File: src/rtl/hazard_scoreboard.sv
// Hazard controller for the 5-stage MIPS core: tracks E/M/W destinations with their
// remaining Tnew and a mult/div busy count, and derives stall/bubble and D-stage forwarding.
module hazard_scoreboard #(
   parameter int MULT_CYC = 5,
   parameter int DIV_CYC  = 10,
   parameter int CNT_W    = 4
) (
   input  logic       clk,
   input  logic       rst_n,
   input  logic [1:0] tnew_D,
   input  logic [1:0] tuse1_D,
   input  logic [1:0] tuse2_D,
   input  logic [4:0] rs_D,
   input  logic [4:0] rt_D,
   input  logic [4:0] dest_D,
   input  logic       md_start_D,
   input  logic       md_is_div_D,
   input  logic       hilo_use_D,
   output logic       stall,
   output logic       bubble_E,
   output logic [1:0] fwd_rs_sel,
   output logic [1:0] fwd_rt_sel,
   output logic       md_busy
);

   localparam logic [CNT_W-1:0] MULT_LD = CNT_W'(MULT_CYC);
   localparam logic [CNT_W-1:0] DIV_LD  = CNT_W'(DIV_CYC);

   logic [4:0]       destE_q, destE_d;
   logic [1:0]       tnewE_q, tnewE_d;
   logic [4:0]       destM_q, destM_d;
   logic [1:0]       tnewM_q, tnewM_d;
   logic [4:0]       destW_q, destW_d;
   logic [CNT_W-1:0] cnt_q, cnt_d;

   logic stallRs, stallRt, stallMd;

   // A result still being produced in E or M is a hazard only if it arrives later than the operand is needed.
   assign stallRs = (rs_D != 5'd0) && (tuse1_D != 2'd3) &&
                    (((destE_q == rs_D) && (tnewE_q > tuse1_D)) ||
                     ((destM_q == rs_D) && (tnewM_q > tuse1_D)));
   assign stallRt = (rt_D != 5'd0) && (tuse2_D != 2'd3) &&
                    (((destE_q == rt_D) && (tnewE_q > tuse2_D)) ||
                     ((destM_q == rt_D) && (tnewM_q > tuse2_D)));

   assign md_busy  = (cnt_q != '0);
   assign stallMd  = hilo_use_D && md_busy;
   assign stall    = stallRs | stallRt | stallMd;
   assign bubble_E = stall;

   always_comb begin
      fwd_rs_sel = 2'd0;
      fwd_rt_sel = 2'd0;
      // Only the nearest matching stage may forward; if it is not ready yet the stall covers it.
      if (rs_D != 5'd0) begin
         if (destE_q == rs_D)      fwd_rs_sel = (tnewE_q == 2'd0) ? 2'd1 : 2'd0;
         else if (destM_q == rs_D) fwd_rs_sel = (tnewM_q == 2'd0) ? 2'd2 : 2'd0;
         else if (destW_q == rs_D) fwd_rs_sel = 2'd3;
      end
      if (rt_D != 5'd0) begin
         if (destE_q == rt_D)      fwd_rt_sel = (tnewE_q == 2'd0) ? 2'd1 : 2'd0;
         else if (destM_q == rt_D) fwd_rt_sel = (tnewM_q == 2'd0) ? 2'd2 : 2'd0;
         else if (destW_q == rt_D) fwd_rt_sel = 2'd3;
      end
   end

   always_comb begin
      destW_d = destM_q;
      destM_d = destE_q;
      tnewM_d = (tnewE_q == 2'd0) ? 2'd0 : tnewE_q - 2'd1;
      destE_d = 5'd0;
      tnewE_d = 2'd0;
      cnt_d   = cnt_q;
      if (!stall) begin
         destE_d = dest_D;
         tnewE_d = tnew_D;
      end
      if (!stall && md_start_D) begin
         cnt_d = md_is_div_D ? DIV_LD : MULT_LD;
      end else if (cnt_q != '0) begin
         cnt_d = cnt_q - CNT_W'(1);
      end
   end

   always_ff @(posedge clk or negedge rst_n) begin
      if (!rst_n) begin
         destE_q <= 5'd0;
         tnewE_q <= 2'd0;
         destM_q <= 5'd0;
         tnewM_q <= 2'd0;
         destW_q <= 5'd0;
         cnt_q   <= '0;
      end else begin
         destE_q <= destE_d;
         tnewE_q <= tnewE_d;
         destM_q <= destM_d;
         tnewM_q <= tnewM_d;
         destW_q <= destW_d;
         cnt_q   <= cnt_d;
      end
   end

endmodule

File: config.mk
export PLATFORM = sky130hd
export DESIGN_NAME = hazard_scoreboard
export DESIGN_NICKNAME = d
export VERILOG_FILES = /design/src/rtl/hazard_scoreboard.sv
export SDC_FILE = /design/constraint.sdc
export NUM_CORES = 1
export LEC_CHECK = 0
export ABC_AREA = 1
export ABC_CLOCK_PERIOD_IN_PS = 4200
export BUFFER_PORTS_ARGS = -buffer_cell sky130_fd_sc_hd__buf_2
export CAP_MARGIN = 20
export CORE_MARGIN = 2
export CORE_UTILIZATION = 40
export DETAILED_ROUTE_END_ITERATION = 10
export HOLD_SLACK_MARGIN = 0.08
export PLACE_DENSITY = 0.63
export RECOVER_POWER = 100
export SLEW_MARGIN = 40
export SYNTH_ARGS = -nofsm -noshare
export SYNTH_HDL_FRONTEND = slang
export SYNTH_SLANG_ARGS = --single-unit
File: constraint.sdc
create_clock -name clk -period 4.2 [get_ports clk]
set_input_delay 0.84 -clock clk [delete_from_list [all_inputs] [get_ports clk]]
set_output_delay 0.84 -clock clk [all_outputs]
set_load 0.005 [all_outputs]
==> results.json, run 1 <==
{
  "fp.dieArea_um2": 4580,
  "max_slew_margin": 0.176,
  "globalRouteOverflowTotal": 0,
  "rows": 23,
  "dieHeight_um": 67.6,
  "period_minus_slack_ns": 3.14,
  "dr.pass1.iters": 4,
  "ys_types": 20,
  "synth_compound_area_frac": 0.0556,
  "crit_buf_inv": 3,
  "maxSlewViolCount": 0,
  "clk_path_buf_depth": 2,
  "grt.total_usage": 0.161,
  "timing.final.crit_share": 0.747,
  "setup_tns_ns": 0,
  "worstPathCellList": "buf_2, inv_1, ha_1, a21oi_1, nor2_1, nand4_1, nand2_1, nand2_1, nand3_1, buf_2",
  "fmax_ghz": 0.319,
  "rsz0062_at_grt": "no",
  "fin_nets": 297,
  "layout_commonest_cell": "nand2_1",
  "yosys_warnings": 0,
  "cts_tree": "done",
  "synth-simple-area-share": 0.290,
  "cts_hold_buf": 0,
  "ctsResizeCount": 0,
  "clkSinkCount": 23,
  "htreeDepth": 1,
  "total_power_mw": 0.692,
  "place_congestion": 0.749,
  "io_buffers": 32,
  "hpwl_um": 2790,
  "p_per_area_nw_per_um2": 374,
  "drc": 0,
  "clk_latency_ns": 0.26,
  "syn-num-nets": 261,
  "via_per_inst": 4.49,
  "p_leak_nw": 1.07,
  "cp_max_fo": 10,
  "final_cell_mix": "nand2_1, inv_1, nor2_1",
  "drive_gt1_frac": 0.138,
  "cp_slowest_stage_delay_ns": 0.30,
  "cts.clk_slew.worst_paths_ns": 0.08,
  "routed_wirelength_um": 3370,
  "cp-end-kind": "primary output",
  "ir_drop_v": 0.000227,
  "synthXorXnorAreaFrac": 0.108,
  "core_region_area_um2": 3940,
  "routed-via-count": 1392,
  "hold_path.class": "flip-flop to flip-flop",
  "status": "finished, final reports clean",
  "grt_first_pass_wirelength_um": 5330,
  "num_io_pins": 33,
  "timing_worst_slew_pin_value_ns": 1.24,
  "drt_iter0_drc": 42,
  "syn_inst": 225,
  "synth_area_um2": 1620,
  "yosysSeqAreaShare": 0.355,
  "synthAdderAreaFrac": 0.0772,
  "grt_pass1_vias": 1221,
  "critPathSlowestCell": "ha_1",
  "ys_ff_latch": 23,
  "avgSynthCellArea_um2": 7.20,
  "root_buffer": "clkbuf_8",
  "antenna_found_initial": 0,
  "antenna_cells": 0,
  "cp-start-kind": "primary input",
  "area_growth_pct": 14.4,
  "fin_skew_ns": 0.00160,
  "synth_top_family_by_area": "simple AND/OR/NAND/NOR gates",
  "fill_cells": 423,
  "setup_viol": 0,
  "post_cts_buffers": 0,
  "hold_violations": 0,
  "cpLargestDelayFamily": "simple AND/OR/NAND/NOR gates",
  "start_util": 0.411,
  "crit_type": "primary input to primary output",
  "cp.arrival_ns": 2.30,
  "avgRoutedWirePerCell_um": 10.9,
  "synth_mux_area_frac": 0,
  "worstPathRequired_ns": 3.36,
  "grt_max_degree": 24,
  "ant_nets": 0,
  "fp.dieW_um": 67.6,
  "drv_cap": 0,
  "cts_buffers": 3
}
==> kinds of logic after synthesis <==
family / Yosys count
simple gates: 107
buf+inv: 48
compound gates: 17
flops: 23
xor+xnor: 20
fa+ha+maj: 10
==> per-layer routing <==
metal	vias up	routed length, um	global-route usage
li1	754	-	-
met1	608	1580	0.223
met2	26	1560	0.250
met3	4	164	0.0183
met4	0	63	0.0765
met5	-	0	0
==> path summary, 6_finish.rpt <==
kind / from / end / slack, ns / cells after the start
max: tuse2_D[1] / bubble_E / 1.06 / 10
min: destM_q[2]$_DFF_PN0_ / destW_q[2]$_DFF_PN0_ / 0.43 / 0
max reg2reg: tnewE_q[1]$_DFF_PN0_ / cnt_q[1]$_DFFE_PN0P_ / 2.09 / 11
min reg2reg: destM_q[2]$_DFF_PN0_ / destW_q[2]$_DFF_PN0_ / 0.43 / 0
max in group asynchronous: rst_n / destE_q[2]$_DFF_PN0_ / 2.66 / 1
min in group asynchronous: rst_n / destM_q[4]$_DFF_PN0_ / 0.81 / 1
==> through the flow <==
step / setup WS (ns) / cell area, um2 / utilization / hold slack (ns) / std cells
detailed placement: 1.24 / 1840 / 0.466 / 0.415 / 306
floorplan: 1.47 / 1620 / - / 0.395 / 225
CTS: 1.24 / 1880 / 0.477 / 0.435 / 310
global route: 0.887 / 1850 / 0.470 / 0.460 / 310
finish: 1.06 / 1850 / 0.470 / 0.433 / 310
global placement: 1.28 / 1840 / 0.466 / 0.414 / 306
==> registers in the layout, indices dropped and copies added (netlist names) <==
name and flops:
destM_q 5, cnt_q 4, tnewM_q 2, destE_q 5
tnewE_q 2, destW_q 5
==> cells in the mapped netlist <==
library cell,number,share of area
inv_1,44,0.10
nor2_4,2,0.014
o21ai_0,5,0.015
xnor2_1,11,0.059
inv_2,3,0.0069
xor2_1,9,0.049
or2_2,1,0.0039
a21oi_1,9,0.028
nand2_1,57,0.13
dfrtp_1,23,0.36
a21boi_0,2,0.0093
nor2_1,27,0.063
nand3_1,7,0.022
ha_1,10,0.077
nand3_4,1,0.011
buf_4,1,0.0046
nor3_1,1,0.0031
nand4_1,9,0.035
nand2_2,2,0.0077
o21ai_1,1,0.0031
==> worst reg2reg max path, cell delays in order (launching register included) <==
cell and delay, ns:
dfrtp_1 0.45, ha_1 0.32, a21oi_1 0.16, nor2_1 0.07, nand4_1 0.08, nand2_1 0.05, nand2_1 0.12, nand3_1 0.29
nor2_1 0.31, nor2_4 0.05, nand2_1 0.06, nand2_1 0.05
==> area by class of cell <==
type | instances | area (um2) | area share
clock inverters | 1 | 5.00 | 0.00270
repair buffers | 32 | 154 | 0.0831
inverters | 47 | 176 | 0.0952
well taps | 50 | 62.6 | 0.0338
clock buffers | 3 | 41.3 | 0.0223
flip-flops and latches | 23 | 576 | 0.311
multi-input cells | 154 | 838 | 0.452
==> power by group <==
| part | total, mW | internal (mW) | switching [mW] |
|---|---|---|---|
| clock | 0.138 | 0.0663 | 0.0714 |
| combinational | 0.251 | 0.105 | 0.146 |
| sequential | 0.304 | 0.266 | 0.0376 |
| total | 0.692 | 0.438 | 0.255 |
Note: power is estimated with default switching activity, not from simulation.
==> inputs of run 2 (changes only) <==
- ABC_CLOCK_PERIOD_IN_PS: 4200 -> 2550
- PLACE_DENSITY: 0.63 -> 0.66
- clock period: 4.2 -> 2.55 ns (I/O delays scaled with it)
==> run 2 against run 1 <==
  * Sequential power is 64% higher
  * Die area stayed put
  * Non-clock buffer count is 1 higher
  * Power is 67% higher
  * Combinational power is 69% higher
  * Clock power is 70% higher
  * Final cell count is 0.32% higher
  * Wire length is 3.0% lower
  * Largest power group unchanged
==> results.json, run 2 (synthesized netlist as in run 1, its figures left out) <==
{
  "status": "finished, final reports clean",
  "avgRoutedWirePerCell_um": 10.5,
  "clk_latency_ns": 0.27,
  "routed-via-count": 1389,
  "dr.pass1.iters": 4,
  "fin_skew_ns": 0.00505,
  "p_per_area_nw_per_um2": 619,
  "timing.final.crit_share": 0.906,
  "via_per_inst": 4.47,
  "setup_tns_ns": 0,
  "antenna_cells": 0,
  "ir_drop_v": 0.000368,
  "htreeDepth": 1,
  "globalRouteOverflowTotal": 0,
  "drc": 0,
  "rsz0062_at_grt": "no",
  "final_cell_mix": "nand2_1, inv_1, nor2_1",
  "cts_tree": "done",
  "p_leak_nw": 1.08,
  "cp_slowest_stage_delay_ns": 0.45,
  "drv_cap": 0,
  "area_growth_pct": 15.4,
  "clk_path_buf_depth": 2,
  "io_buffers": 32,
  "grt_pass1_vias": 1175,
  "post_cts_buffers": 0,
  "worstPathRequired_ns": 2.04,
  "period_minus_slack_ns": 2.31,
  "fp.dieArea_um2": 4580,
  "start_util": 0.411,
  "final_area_um2": 1870,
  "cp-start-kind": "flip-flop",
  "place_area_um2": 1840,
  "ctsResizeCount": 0,
  "grt_first_pass_wirelength_um": 5360,
  "core_region_area_um2": 3940,
  "fp.dieW_um": 67.6,
  "clkSinkCount": 23,
  "fmax_ghz": 0.433,
  "reg_top3": "destE_q: 5 flops, destM_q: 5 flops, destW_q: 5 flops",
  "worstPathCellList": "ha_1, nand2_1, a21boi_0, nand4_1, nand2_1, nand2_1, nand3_4, buf_2",
  "regToRegSetupSlack_ns": 0.44,
  "max_slew_margin": 0.169,
  "root_buffer": "clkbuf_8",
  "total_power_mw": 1.16,
  "crit_type": "flip-flop to primary output",
  "layout_commonest_cell": "nand2_1",
  "drt_iter0_drc": 35,
  "hold_violations": 0,
  "ant_nets": 0,
  "cp-end-kind": "primary output",
  "cts_buffers": 3,
  "critPathSlowestCell": "dfrtp_1",
  "grt_max_degree": 24,
  "rows": 23,
  "dieHeight_um": 67.6,
  "fin_nets": 298,
  "cpMostUsedCell": "nand2_1",
  "num_io_pins": 33,
  "cts.clk_slew.worst_paths_ns": 0.09,
  "maxSlewViolCount": 0,
  "hpwl_um": 2690,
  "cp_max_fo": 5,
  "place_congestion": 0.803,
  "final_core_util": 0.474,
  "hold_slack_ns": 0.421,
  "timing_worst_slew_pin_value_ns": 1.25,
  "fill_cells": 410,
  "cts_hold_buf": 0,
  "routed_wirelength_um": 3270,
  "drive_gt1_frac": 0.146,
  "cp.arrival_ns": 1.80,
  "setup_viol": 0,
  "grt.total_usage": 0.161,
  "hold_path.class": "flip-flop to flip-flop",
  "antenna_found_initial": 0
}
==> run 2: final timing paths <==
path	startpoint	end	depth (start not counted)
worst max-delay path	tnewE_q[1]$_DFF_PN0_	bubble_E	8
worst min-delay path	destE_q[2]$_DFF_PN0_	destM_q[2]$_DFF_PN0_	0
worst max register to register	tnewE_q[1]$_DFF_PN0_	cnt_q[1]$_DFFE_PN0P_	12
worst min register to register	destE_q[2]$_DFF_PN0_	destM_q[2]$_DFF_PN0_	0
max in group asynchronous	rst_n	destM_q[4]$_DFF_PN0_	1
min in group asynchronous	rst_n	destM_q[1]$_DFF_PN0_	1
==> run 2: worst max-delay path, delay by kind of cell (launching register included) <==
family / cells / cell delay (ns)
and+or+nand+nor: 5 / 0.48
DFF: 1 / 0.45
adders and majority gates: 1 / 0.31
AOI/OAI and AO/OA: 1 / 0.17
buffers and inverters: 1 / 0.12
==> run 2: where the power goes <==
part	leakage [nW]	switching, mW	internal [mW]
Sequential	0.292	0.0601	0.438
Combinational	0.761	0.246	0.178
Clock	0.0255	0.125	0.109
==> run 2: final cells by class <==
| type | count | area, um2 | share of cell area |
|---|---|---|---|
| timing repair buffer | 33 | 158 | 0.0843 |
| multi-input combinational | 154 | 851 | 0.455 |
| sequential | 23 | 576 | 0.308 |
| tap | 50 | 62.6 | 0.0335 |
| inverter | 47 | 176 | 0.0944 |
| clock buffer | 3 | 41.3 | 0.0221 |
| clock inverter | 1 | 5.00 | 0.00268 |
==> run 2: through the flow <==
stage / instances / setup slack [ns]
6_report: 311 / 0.240
5_1_grt: 311 / 0.0399
3_3_place_gp: 307 / 0.349
4_1_cts: 311 / 0.244
2_1_floorplan: 225 / 0.481
3_5_place_dp: 307 / 0.331
==> run 2: layer usage <==
metal / part of all wire / track usage / vias to the layer above
met4: 0.017 / 0.0689 / 0
met5: 0 / 0 / -
li1: - / - / 756
met1: 0.50 / 0.224 / 609
met3: 0.031 / 0.0200 / 5
met2: 0.45 / 0.250 / 19
